### config.mk
export PLATFORM = sky130hd
export DESIGN_NAME = key_conditioner
export DESIGN_NICKNAME = d
export VERILOG_FILES = /design/src/rtl/key_conditioner.sv
export SDC_FILE = /design/constraint.sdc
export NUM_CORES = 1
export LEC_CHECK = 0
export CORE_MARGIN = 5
export CORE_UTILIZATION = 50
export DETAILED_ROUTE_END_ITERATION = 8
export PLACE_DENSITY = 0.66
export SLEW_MARGIN = 10
export SYNTH_ARGS = -nofsm -noshare
export SYNTH_HDL_FRONTEND = slang
export SYNTH_SLANG_ARGS = --single-unit
### constraint.sdc
create_clock -name Clk -period 18.5 [get_ports Clk]
set_input_delay 3.7 -clock Clk [delete_from_list [all_inputs] [get_ports Clk]]
set_output_delay 3.7 -clock Clk [all_outputs]
set_load 0.05 [all_outputs]
### src/rtl/key_conditioner.sv
// key_conditioner: per-key synchronizer, counter debounce, press/release
// strobes and optional auto-repeat for the board pushbuttons (active-low).

// One key channel: sync -> debounce -> strobes -> repeat FSM.
module key_conditioner_lane #(
  parameter int CW              = 25,
  parameter int DEBOUNCE_CYCLES = 500000,
  parameter int REPEAT_DELAY    = 25000000,
  parameter int REPEAT_PERIOD   = 5000000,
  parameter int REPEAT_EN       = 1
) (
  input  logic Clk,
  input  logic Reset,
  input  logic key_raw_i,
  output logic key_o,
  output logic press_o,
  output logic release_o,
  output logic repeat_o
);

  localparam logic [CW-1:0] DB_LAST = CW'(DEBOUNCE_CYCLES - 1);
  localparam logic [CW-1:0] RD_LAST = CW'(REPEAT_DELAY - 1);
  localparam logic [CW-1:0] RP_LAST = CW'(REPEAT_PERIOD - 1);

  typedef enum logic [1:0] {IDLE, DELAY, REPEAT} rep_state_e;

  logic          ff1_q, sync_q;
  logic          key_q, key_d;
  logic [CW-1:0] cnt_q, cnt_d;
  logic          press_q, press_d;
  logic          rel_q, rel_d;
  logic          rep_q, rep_d;
  rep_state_e    state_q, state_d;
  logic [CW-1:0] rcnt_q, rcnt_d;

  // Debounce: accept a new level after DEBOUNCE_CYCLES consecutive
  // differing synchronized samples; any agreement restarts the count.
  always_comb begin
    cnt_d   = cnt_q;
    key_d   = key_q;
    press_d = 1'b0;
    rel_d   = 1'b0;
    if (sync_q == key_q) begin
      cnt_d = '0;
    end else if (cnt_q == DB_LAST) begin
      key_d   = sync_q;
      cnt_d   = '0;
      press_d = ~sync_q;
      rel_d   = sync_q;
    end else begin
      cnt_d = cnt_q + CW'(1);
    end
  end

  // Auto-repeat FSM; a release on this edge overrides any terminal count.
  always_comb begin
    state_d = state_q;
    rcnt_d  = rcnt_q;
    rep_d   = 1'b0;
    if (REPEAT_EN == 0) begin
      state_d = IDLE;
      rcnt_d  = '0;
    end else if (rel_d) begin
      state_d = IDLE;
      rcnt_d  = '0;
    end else begin
      case (state_q)
        IDLE: begin
          if (press_d) begin
            state_d = DELAY;
            rcnt_d  = '0;
          end
        end
        DELAY: begin
          if (rcnt_q == RD_LAST) begin
            rep_d   = 1'b1;
            rcnt_d  = '0;
            state_d = REPEAT;
          end else begin
            rcnt_d = rcnt_q + CW'(1);
          end
        end
        REPEAT: begin
          if (rcnt_q == RP_LAST) begin
            rep_d  = 1'b1;
            rcnt_d = '0;
          end else begin
            rcnt_d = rcnt_q + CW'(1);
          end
        end
        default: begin
          state_d = IDLE;
          rcnt_d  = '0;
        end
      endcase
    end
  end

  // State registers; reset to released level with all counters cleared.
  always_ff @(posedge Clk or posedge Reset) begin
    if (Reset) begin
      ff1_q   <= 1'b1;
      sync_q  <= 1'b1;
      key_q   <= 1'b1;
      cnt_q   <= '0;
      press_q <= 1'b0;
      rel_q   <= 1'b0;
      rep_q   <= 1'b0;
      state_q <= IDLE;
      rcnt_q  <= '0;
    end else begin
      ff1_q   <= key_raw_i;
      sync_q  <= ff1_q;
      key_q   <= key_d;
      cnt_q   <= cnt_d;
      press_q <= press_d;
      rel_q   <= rel_d;
      rep_q   <= rep_d;
      state_q <= state_d;
      rcnt_q  <= rcnt_d;
    end
  end

  assign key_o     = key_q;
  assign press_o   = press_q;
  assign release_o = rel_q;
  assign repeat_o  = rep_q;

endmodule

// Top: N_KEYS independent lanes sharing one counter width.
module key_conditioner #(
  parameter int N_KEYS          = 4,
  parameter int DEBOUNCE_CYCLES = 500000,
  parameter int REPEAT_DELAY    = 25000000,
  parameter int REPEAT_PERIOD   = 5000000,
  parameter int REPEAT_EN       = 1
) (
  input  logic              Clk,
  input  logic              Reset,
  input  logic [N_KEYS-1:0] key_in,
  output logic [N_KEYS-1:0] key_out,
  output logic [N_KEYS-1:0] press_pulse,
  output logic [N_KEYS-1:0] release_pulse,
  output logic [N_KEYS-1:0] repeat_pulse
);

  localparam int MAX_DR = (DEBOUNCE_CYCLES > REPEAT_DELAY) ? DEBOUNCE_CYCLES : REPEAT_DELAY;
  localparam int MAXC   = (MAX_DR > REPEAT_PERIOD) ? MAX_DR : REPEAT_PERIOD;
  localparam int CW     = $clog2(MAXC) + 1;

  for (genvar g = 0; g < N_KEYS; g++) begin : g_lane
    key_conditioner_lane #(
      .CW              (CW),
      .DEBOUNCE_CYCLES (DEBOUNCE_CYCLES),
      .REPEAT_DELAY    (REPEAT_DELAY),
      .REPEAT_PERIOD   (REPEAT_PERIOD),
      .REPEAT_EN       (REPEAT_EN)
    ) u_lane (
      .Clk       (Clk),
      .Reset     (Reset),
      .key_raw_i (key_in[g]),
      .key_o     (key_out[g]),
      .press_o   (press_pulse[g]),
      .release_o (release_pulse[g]),
      .repeat_o  (repeat_pulse[g])
    );
  end

endmodule

# Word level (Yosys, flattened, before mapping)
# Cells that the tools add are included.
# totals
regBits,240
inputBits,6
out_inout_bits,16
word_cells,176
# op_classes
n_addsub,8
n_eq_ne,36
mux,76
n_bitwise,8
reduce_logical,12
# ops
operator,n
26-bit two-way mux,24
26-bit one-hot mux with 3 select lines,4
"26-bit by 1-bit adder with 26-bit output, second input constant",8
"26-bit by 19-bit == test with 1-bit output, second input constant",4
"26-bit by 23-bit == test with 1-bit output, second input constant",4
"26-bit by 25-bit == test with 1-bit output, second input constant",4
1-bit two-way mux,28
2-bit two-way mux,12
"3-bit by 1-bit != test with 1-bit output, second input constant",8
2-bit one-hot mux with 3 select lines,4
3-bit AND reduction,4
"2-bit by 1-bit == test with 1-bit output, second input constant",4
"2-bit == test, second input constant",4
2-bit logical NOT,4
"2-bit by 1-bit != test with 1-bit output, second input constant",4
1-bit inverter,8
1-bit one-hot mux with 2 select lines,4
2-bit AND reduction,4
1-bit == test,4

# Logic depth before layout (Yosys ltp)
# Gate-level depths: netlist of run 1.
# logic_depth
ltp_word,6
depth_mapped,10

# By module
# A second synthesis of run 1 with hierarchy kept.
# unflattened
cells_unflattened,1399
hier_area_um2,12987.5
# by_module_without_submodules
mod,n_inst,cells_each,area_each_um2,seq_area_each_um2
key_conditioner_lane (g_lane[0].u_lane ...),3,349,3248.1,1505.2
key_conditioner_lane (g_lane[3].u_lane),1,352,3243.1,1505.2

# Least setup slack after synthesis of run 1
# No wires, ideal clock.
# synth_timing
kind,reg2out
from,register g_lane[3].u_lane.key_q
to,output port key_out[3]
arrival_ps,725
required_ps,14800
path_slack_ps,14075
stages_incl_launch_ff,2
n_path_buf,1
path_cell_list,dfstp_2 -> buf_4
# synth_rtl
item,line_no,text
start: declaration,28,"logic key_q, key_d;"
start signal: assignment,114,key_q <= key_d;
end: declaration,142,"output logic [N_KEYS-1:0] key_out,"
# No word-level cell between the ends.

==> impl_metrics.csv, run 1 <==
group,metric,value,unit
clock_tree,cts_tree,"built",
sta,skew,0.0164,ns
sta,worst_slew_pin_slew,1.16,ns
hold_path,worst_hold_path_type,"register to register",
sta,layout_setup_ws,12.66,ns
final_layout,final_cell_mix,"dfrtp_1, nand2_1, nor2_1",
placed_design,place.detailed.hpwl,17.1,mm
job,maxCapViolCount,0,
placed_design,placed_area,13200,um2
clock_tree,clockBufferDepth,3,
detailed_routing,viasPerCell,5.83,
clock_tree,h-tree-depth,1,
critical_path,critPathKind,"input port to asynchronous set/reset pin",
clock_tree,holdBufCountCts,0,
clock_tree,path_clk_slew,0.06,ns
critical_path,worstPathRequired,19.02,ns
die,ios,22,
sta,final.setup.tns,0,ns
die,die_w,170,um
power,internal_power,0.853,mW
sta,min_period,5.84,ns
die,die_h,170,um
sta,fin_crit_sh,31.6,%
die,core,25300,um2
final_layout,post-route-util,55.9,%
synthesis,synth-edff-count,0,
die,dieArea,29000,um2
synthesis,synth_cells,1398,
grt,grt_max_degree,113,
synthesis,yosysWarnings,0,
detailed_routing,num_vias,10100,
placed_design,gp_congestion,0.802,
critical_path,rr_worst_depth,6,
detailed_routing,drt_first_pass_iters,5,
power,p_leak,5.68,nW
detailed_routing,avgRoutedWirePerCell,15.1,um
synthesis,synthDistinctLibCells,60,
synthesis,synth_top_flop_cell,"dfrtp_1",
grt,antenna_found_initial,0,
grt,grt_pass1_wl,46.4,mm
detailed_routing,drtIter0Drc,798,
outcome,status,"complete, no violations",
detailed_routing,ant_nets,0,
final_layout,layout-drive-gt1-share,6.02,%
placed_design,io_buffers,21,
clock_tree,cts_sinks,240,
synthesis,syn_nets,1432,
grt,grt_overflow,0,
grt,grt_use_total,18.4,%
power,ir_drop,0.0696,mV
sta,slew_headroom,22.8,%
final_layout,final_area,14100,um2
sta,slew_viol_final,0,
sta,grt_setup_unrepaired,"no",
sta,clock.fmax,0.171,GHz
final_layout,diodes,0,
synthesis,synth_seq_cells,240,
final_layout,syn_to_final_growth,9.64,%
critical_path,crit_arrival,6.36,ns
detailed_routing,routed_wl,26.2,mm
power,power.switching,0.229,mW
clock_tree,cts_resized,0,
power,p_sw_share,21.2,%
synthesis,avgSynthCellArea,9.21,um2
power,clock_power_share,49.0,%
clock_tree,clock-root-buffer,"clkbuf_16",
grt,grt_pass1_vias,9858,
synthesis,synth-seq-area-share,46.8,%
critical_path,r2r_slack,15.30,ns
hold_path,hold_depth,0,
sta,hold_violations,0,
die,start_util,51.0,%
synthesis,syn_area,12900,um2
detailed_routing,drc,0,
power,sequentialPowerShare,49.2,%
clock_tree,postCtsSetupBuffers,0,
sta,setup_viol,0,
power,power.density,76.6,nW/um2
final_layout,final_nets,1424,
clock_tree,cts_made_buffers,28,
critical_path,path_max_fanout,112,
die,row_count,58,
critical_path,startpoint_type,"input port",
critical_path,end_kind,"asynchronous set/reset pin",
final_layout,final_common_cell,"dfrtp_1",
power,combPwrFrac,1.9,%
clock_tree,clk_latency,0.53,ns
synthesis,synth-async-reset-ratio,100,%
placed_design,dp_slack,11.92,ns
==> path summary, 6_finish.rpt <==
kind | start | endpoint
setup / recovery | Reset | g_lane[1].u_lane.cnt_q[24]
hold / removal | g_lane[0].u_lane.ff1_q | g_lane[0].u_lane.sync_q
setup reg to reg | g_lane[3].u_lane.cnt_q[21] | g_lane[3].u_lane.rcnt_q[21]
hold reg to reg | g_lane[0].u_lane.ff1_q | g_lane[0].u_lane.sync_q
max in group Clk | g_lane[2].u_lane.key_o | key_out[2]
min in group asynchronous | Reset | g_lane[2].u_lane.rcnt_q[20]
==> final cells by class <==
type | count | area [um2]
flip-flops and latches | 240 | 6020
repair buffers | 24 | 233
fillers | 2259 | 11100
clock buffers | 42 | 825
inverters | 54 | 210
multi-input cells | 1042 | 6340
clock inverters | 9 | 72.6
well taps | 330 | 413
==> through the flow <==
step,power [mW],std cells,hold WS [ns]
2_1_floorplan,0.556,1398,0.345
3_3_place_gp,0.562,1690,0.346
3_5_place_dp,0.562,1690,0.348
4_1_cts,1.10,1741,0.357
5_1_grt,1.12,1741,0.363
6_report,1.08,1741,0.356
==> power by group through the flow <==
stage	Clock (mW)	Sequential, mW	Combinational (mW)
2_1_floorplan	0	0.541	0.0152
3_3_place_gp	0	0.541	0.0212
3_5_place_dp	0	0.541	0.0215
4_1_cts	0.546	0.532	0.0215
5_1_grt	0.566	0.532	0.0243
6_report	0.530	0.532	0.0202
==> flip-flops by register name, indices dropped and copies added (netlist names) <==
register and flops:
g_lane.u_lane.cnt_q 104, g_lane.u_lane.ff1_q 4, g_lane.u_lane.key_o 4, g_lane.u_lane.press_o 4, g_lane.u_lane.rcnt_q 104, g_lane.u_lane.release_o 4
g_lane.u_lane.repeat_o 4, g_lane.u_lane.state_q 8, g_lane.u_lane.sync_q 4
==> cell families (layout without fill, tap and decap cells) <==
family	after synthesis	after routing	synth area share, %
multiplexers	4	4	0.340
adder cells (fa/ha/maj)	28	28	2.72
XOR/XNOR	101	101	6.87
AO/OA/AOI/OAI	188	188	10.6
AND/OR/NAND/NOR	721	721	28.7
flip-flops	240	240	46.8
buffers and inverters	116	129	4.01
==> layer usage <==
layer	routed length (um)	GRT usage [%]	share of wire, %
met5	0	0	0
met4	494	4.41	1.9
met3	826	2.49	3.1
met2	12000	30.1	46
met1	12900	26.2	49
==> synth_stat cells, types with 36 or more instances <==
library cell / number / area share, %
clkbuf_1: 39 / 1.1
dfrtp_1: 228 / 44
inv_1: 54 / 1.6
nand2_1: 155 / 4.5
nand3_1: 136 / 5.3
nand4_1: 49 / 2.4
nor2_1: 153 / 4.5
nor4_1: 36 / 1.7
o21ai_0: 45 / 1.7
or3_1: 36 / 1.7
xnor2_1: 54 / 3.7
xor2_1: 47 / 3.2
==> worst max-delay path, stage by stage <==
cell and delay [ns]:
clkdlybuf4s50_1 0.49, inv_8 0.54, buf_4 0.70, buf_4 0.81
Note: power is estimated with default switching activity, not from simulation.
==> run 2: changes to the inputs <==
==> constraint.sdc (replaced) <==
create_clock -name Clk -period 5.6 [get_ports Clk]
set_input_delay 1.12 -clock Clk [delete_from_list [all_inputs] [get_ports Clk]]
set_output_delay 1.12 -clock Clk [all_outputs]
set_load 0.05 [all_outputs]
==> run 2 against run 1 <==
  * Die area stayed put
  * Sequential share of layout area fell by 0.28 points
  * Sequential power grew to 3.3 times the previous value
  * Worst setup slack lost 10 ns
==> impl_metrics.csv, run 2 (synthesized netlist as in run 1, its figures left out) <==
group,metric,value,unit
placed_design,dp_slack,2.47,ns
clock_tree,h-tree-depth,1,
power,ir_drop,0.243,mV
detailed_routing,drtIter0Drc,713,
clock_tree,postCtsSetupBuffers,0,
placed_design,gp_congestion,0.815,
critical_path,startpoint_type,"register",
clock_tree,holdBufCountCts,0,
final_layout,reg_top3,"g_lane.u_lane.cnt_q: 104 flops, g_lane.u_lane.rcnt_q: 104 flops, g_lane.u_lane.state_q: 8 flops",
power,power.density,259,nW/um2
sta,slew_viol_final,0,
final_layout,final_common_cell,"dfrtp_1",
critical_path,rr_startpoint,"g_lane[0].u_lane.cnt_q[10]",
sta,grt_setup_unrepaired,"no",
sta,slew_headroom,26.9,%
critical_path,startpoint,"g_lane[0].u_lane.cnt_q[10]",
clock_tree,cts_made_buffers,28,
clock_tree,cts_sinks,240,
die,core,25300,um2
die,die_h,170,um
final_layout,final_cell_mix,"dfrtp_1, nand2_1, nor2_1",
final_layout,syn_to_final_growth,10.4,%
critical_path,critPathKind,"register to register",
clock_tree,clk_latency,0.53,ns
placed_design,place.detailed.hpwl,17.4,mm
grt,grt_use_total,18.3,%
die,die_w,170,um
outcome,status,"complete, no violations",
hold_path,worst_hold_path_type,"register to register",
die,start_util,51.0,%
final_layout,layout-drive-gt1-share,6.43,%
critical_path,path_max_fanout,26,
placed_design,io_buffers,21,
detailed_routing,drc,0,
detailed_routing,num_vias,10100,
final_layout,final_nets,1428,
critical_path,end_kind,"register",
sta,layout_setup_ws,2.49,ns
sta,worst_slew_pin_slew,1.10,ns
power,p_leak,5.70,nW
clock_tree,cts_tree,"built",
job,maxCapViolCount,0,
final_layout,post-route-util,56.2,%
sta,hold_violations,0,
detailed_routing,avgRoutedWirePerCell,15.2,um
grt,antenna_found_initial,0,
detailed_routing,viasPerCell,5.77,
die,row_count,58,
final_layout,fillers,2231,
critical_path,crit_arrival,3.57,ns
final_layout,multi_input_area,6330,um2
grt,grt_pass1_wl,45.8,mm
sta,fin_crit_sh,55.6,%
detailed_routing,ant_nets,0,
clock_tree,clock-root-buffer,"clkbuf_16",
sta,setup_viol,0,
clock_tree,cts_resized,0,
sta,clock.fmax,0.321,GHz
final_layout,seq_area,6020,um2
detailed_routing,drt_first_pass_iters,5,
die,ios,22,
hold_path,min_from,"g_lane[2].u_lane.ff1_q",
clock_tree,path_clk_slew,0.06,ns
grt,grt_overflow,0,
grt,grt_pass1_vias,9663,
clock_tree,clockBufferDepth,3,
sta,final.setup.tns,0,ns
critical_path,worstPathRequired,6.06,ns
final_layout,diodes,0,
sta,min_period,3.11,ns
grt,grt_max_degree,131,
die,dieArea,29000,um2
detailed_routing,routed_wl,26.5,mm
power,fin_total_pwr,3.68,mW
sta,skew,0.0115,ns
run 2: changes by cell type in the layout (fill, tap and decap cells not counted), sizes merged:
cell,before,now
buf,3,7
bufinv,1,3
clkbuf,42,37
clkinv,7,5
clkinvlp,1,6
run 2: per-layer routing:
layer  wire (um)  up-vias  GRT usage (%)
met5           0        -              0
met4         442        0           4.10
met1       13000     4859           26.3
li1            -     5028              -
met3         865       33           2.42
met2       12200      146           29.7
run 2: power breakdown:
| part | internal, mW | total, mW | switching [mW] |
|---|---|---|---|
| logic | 0.0150 | 0.0680 | 0.0530 |
| registers | 1.75 | 1.76 | 0.00905 |
| clock network | 1.13 | 1.86 | 0.730 |
run 2: path summary, 6_finish.rpt:
check | cells after the start | end | slack [ns]
hold reg to reg | 0 | g_lane[2].u_lane.sync_q | 0.36
min in group asynchronous | 2 | g_lane[0].u_lane.cnt_q[7] | 0.97
hold / removal | 0 | g_lane[2].u_lane.sync_q | 0.36
setup reg to reg | 6 | g_lane[0].u_lane.rcnt_q[11] | 2.49
max in group asynchronous | 3 | g_lane[1].u_lane.rcnt_q[25] | 3.57
setup / recovery | 6 | g_lane[0].u_lane.rcnt_q[11] | 2.49
run 2: cell type report:
| type | instances | share of cell area, % |
|---|---|---|
| tap | 330 | 2.91 |
| clock buffer | 37 | 5.53 |
| inverter | 54 | 1.45 |
| timing repair buffer | 28 | 1.94 |
| multi-input combinational | 1042 | 44.6 |
| clock inverter | 14 | 1.19 |
| sequential | 240 | 42.4 |
run 2: metrics by stage:
step / hold WS, ns / area, um2 / instances
6_report: 0.362 / 14200 / 1745
4_1_cts: 0.360 / 14200 / 1745
2_1_floorplan: 0.345 / 12900 / 1398
5_1_grt: 0.365 / 14200 / 1745
3_3_place_gp: 0.346 / 13200 / 1694
3_5_place_dp: 0.349 / 13200 / 1694
run 2: worst max-delay path, stage by stage (launching register included):
cell and delay (ns):
dfrtp_1 0.43, nor4b_1 0.39, nand3_1 0.22, o41ai_1 0.66
o211ai_2 0.58, or4_1 0.66, nand3_1 0.09
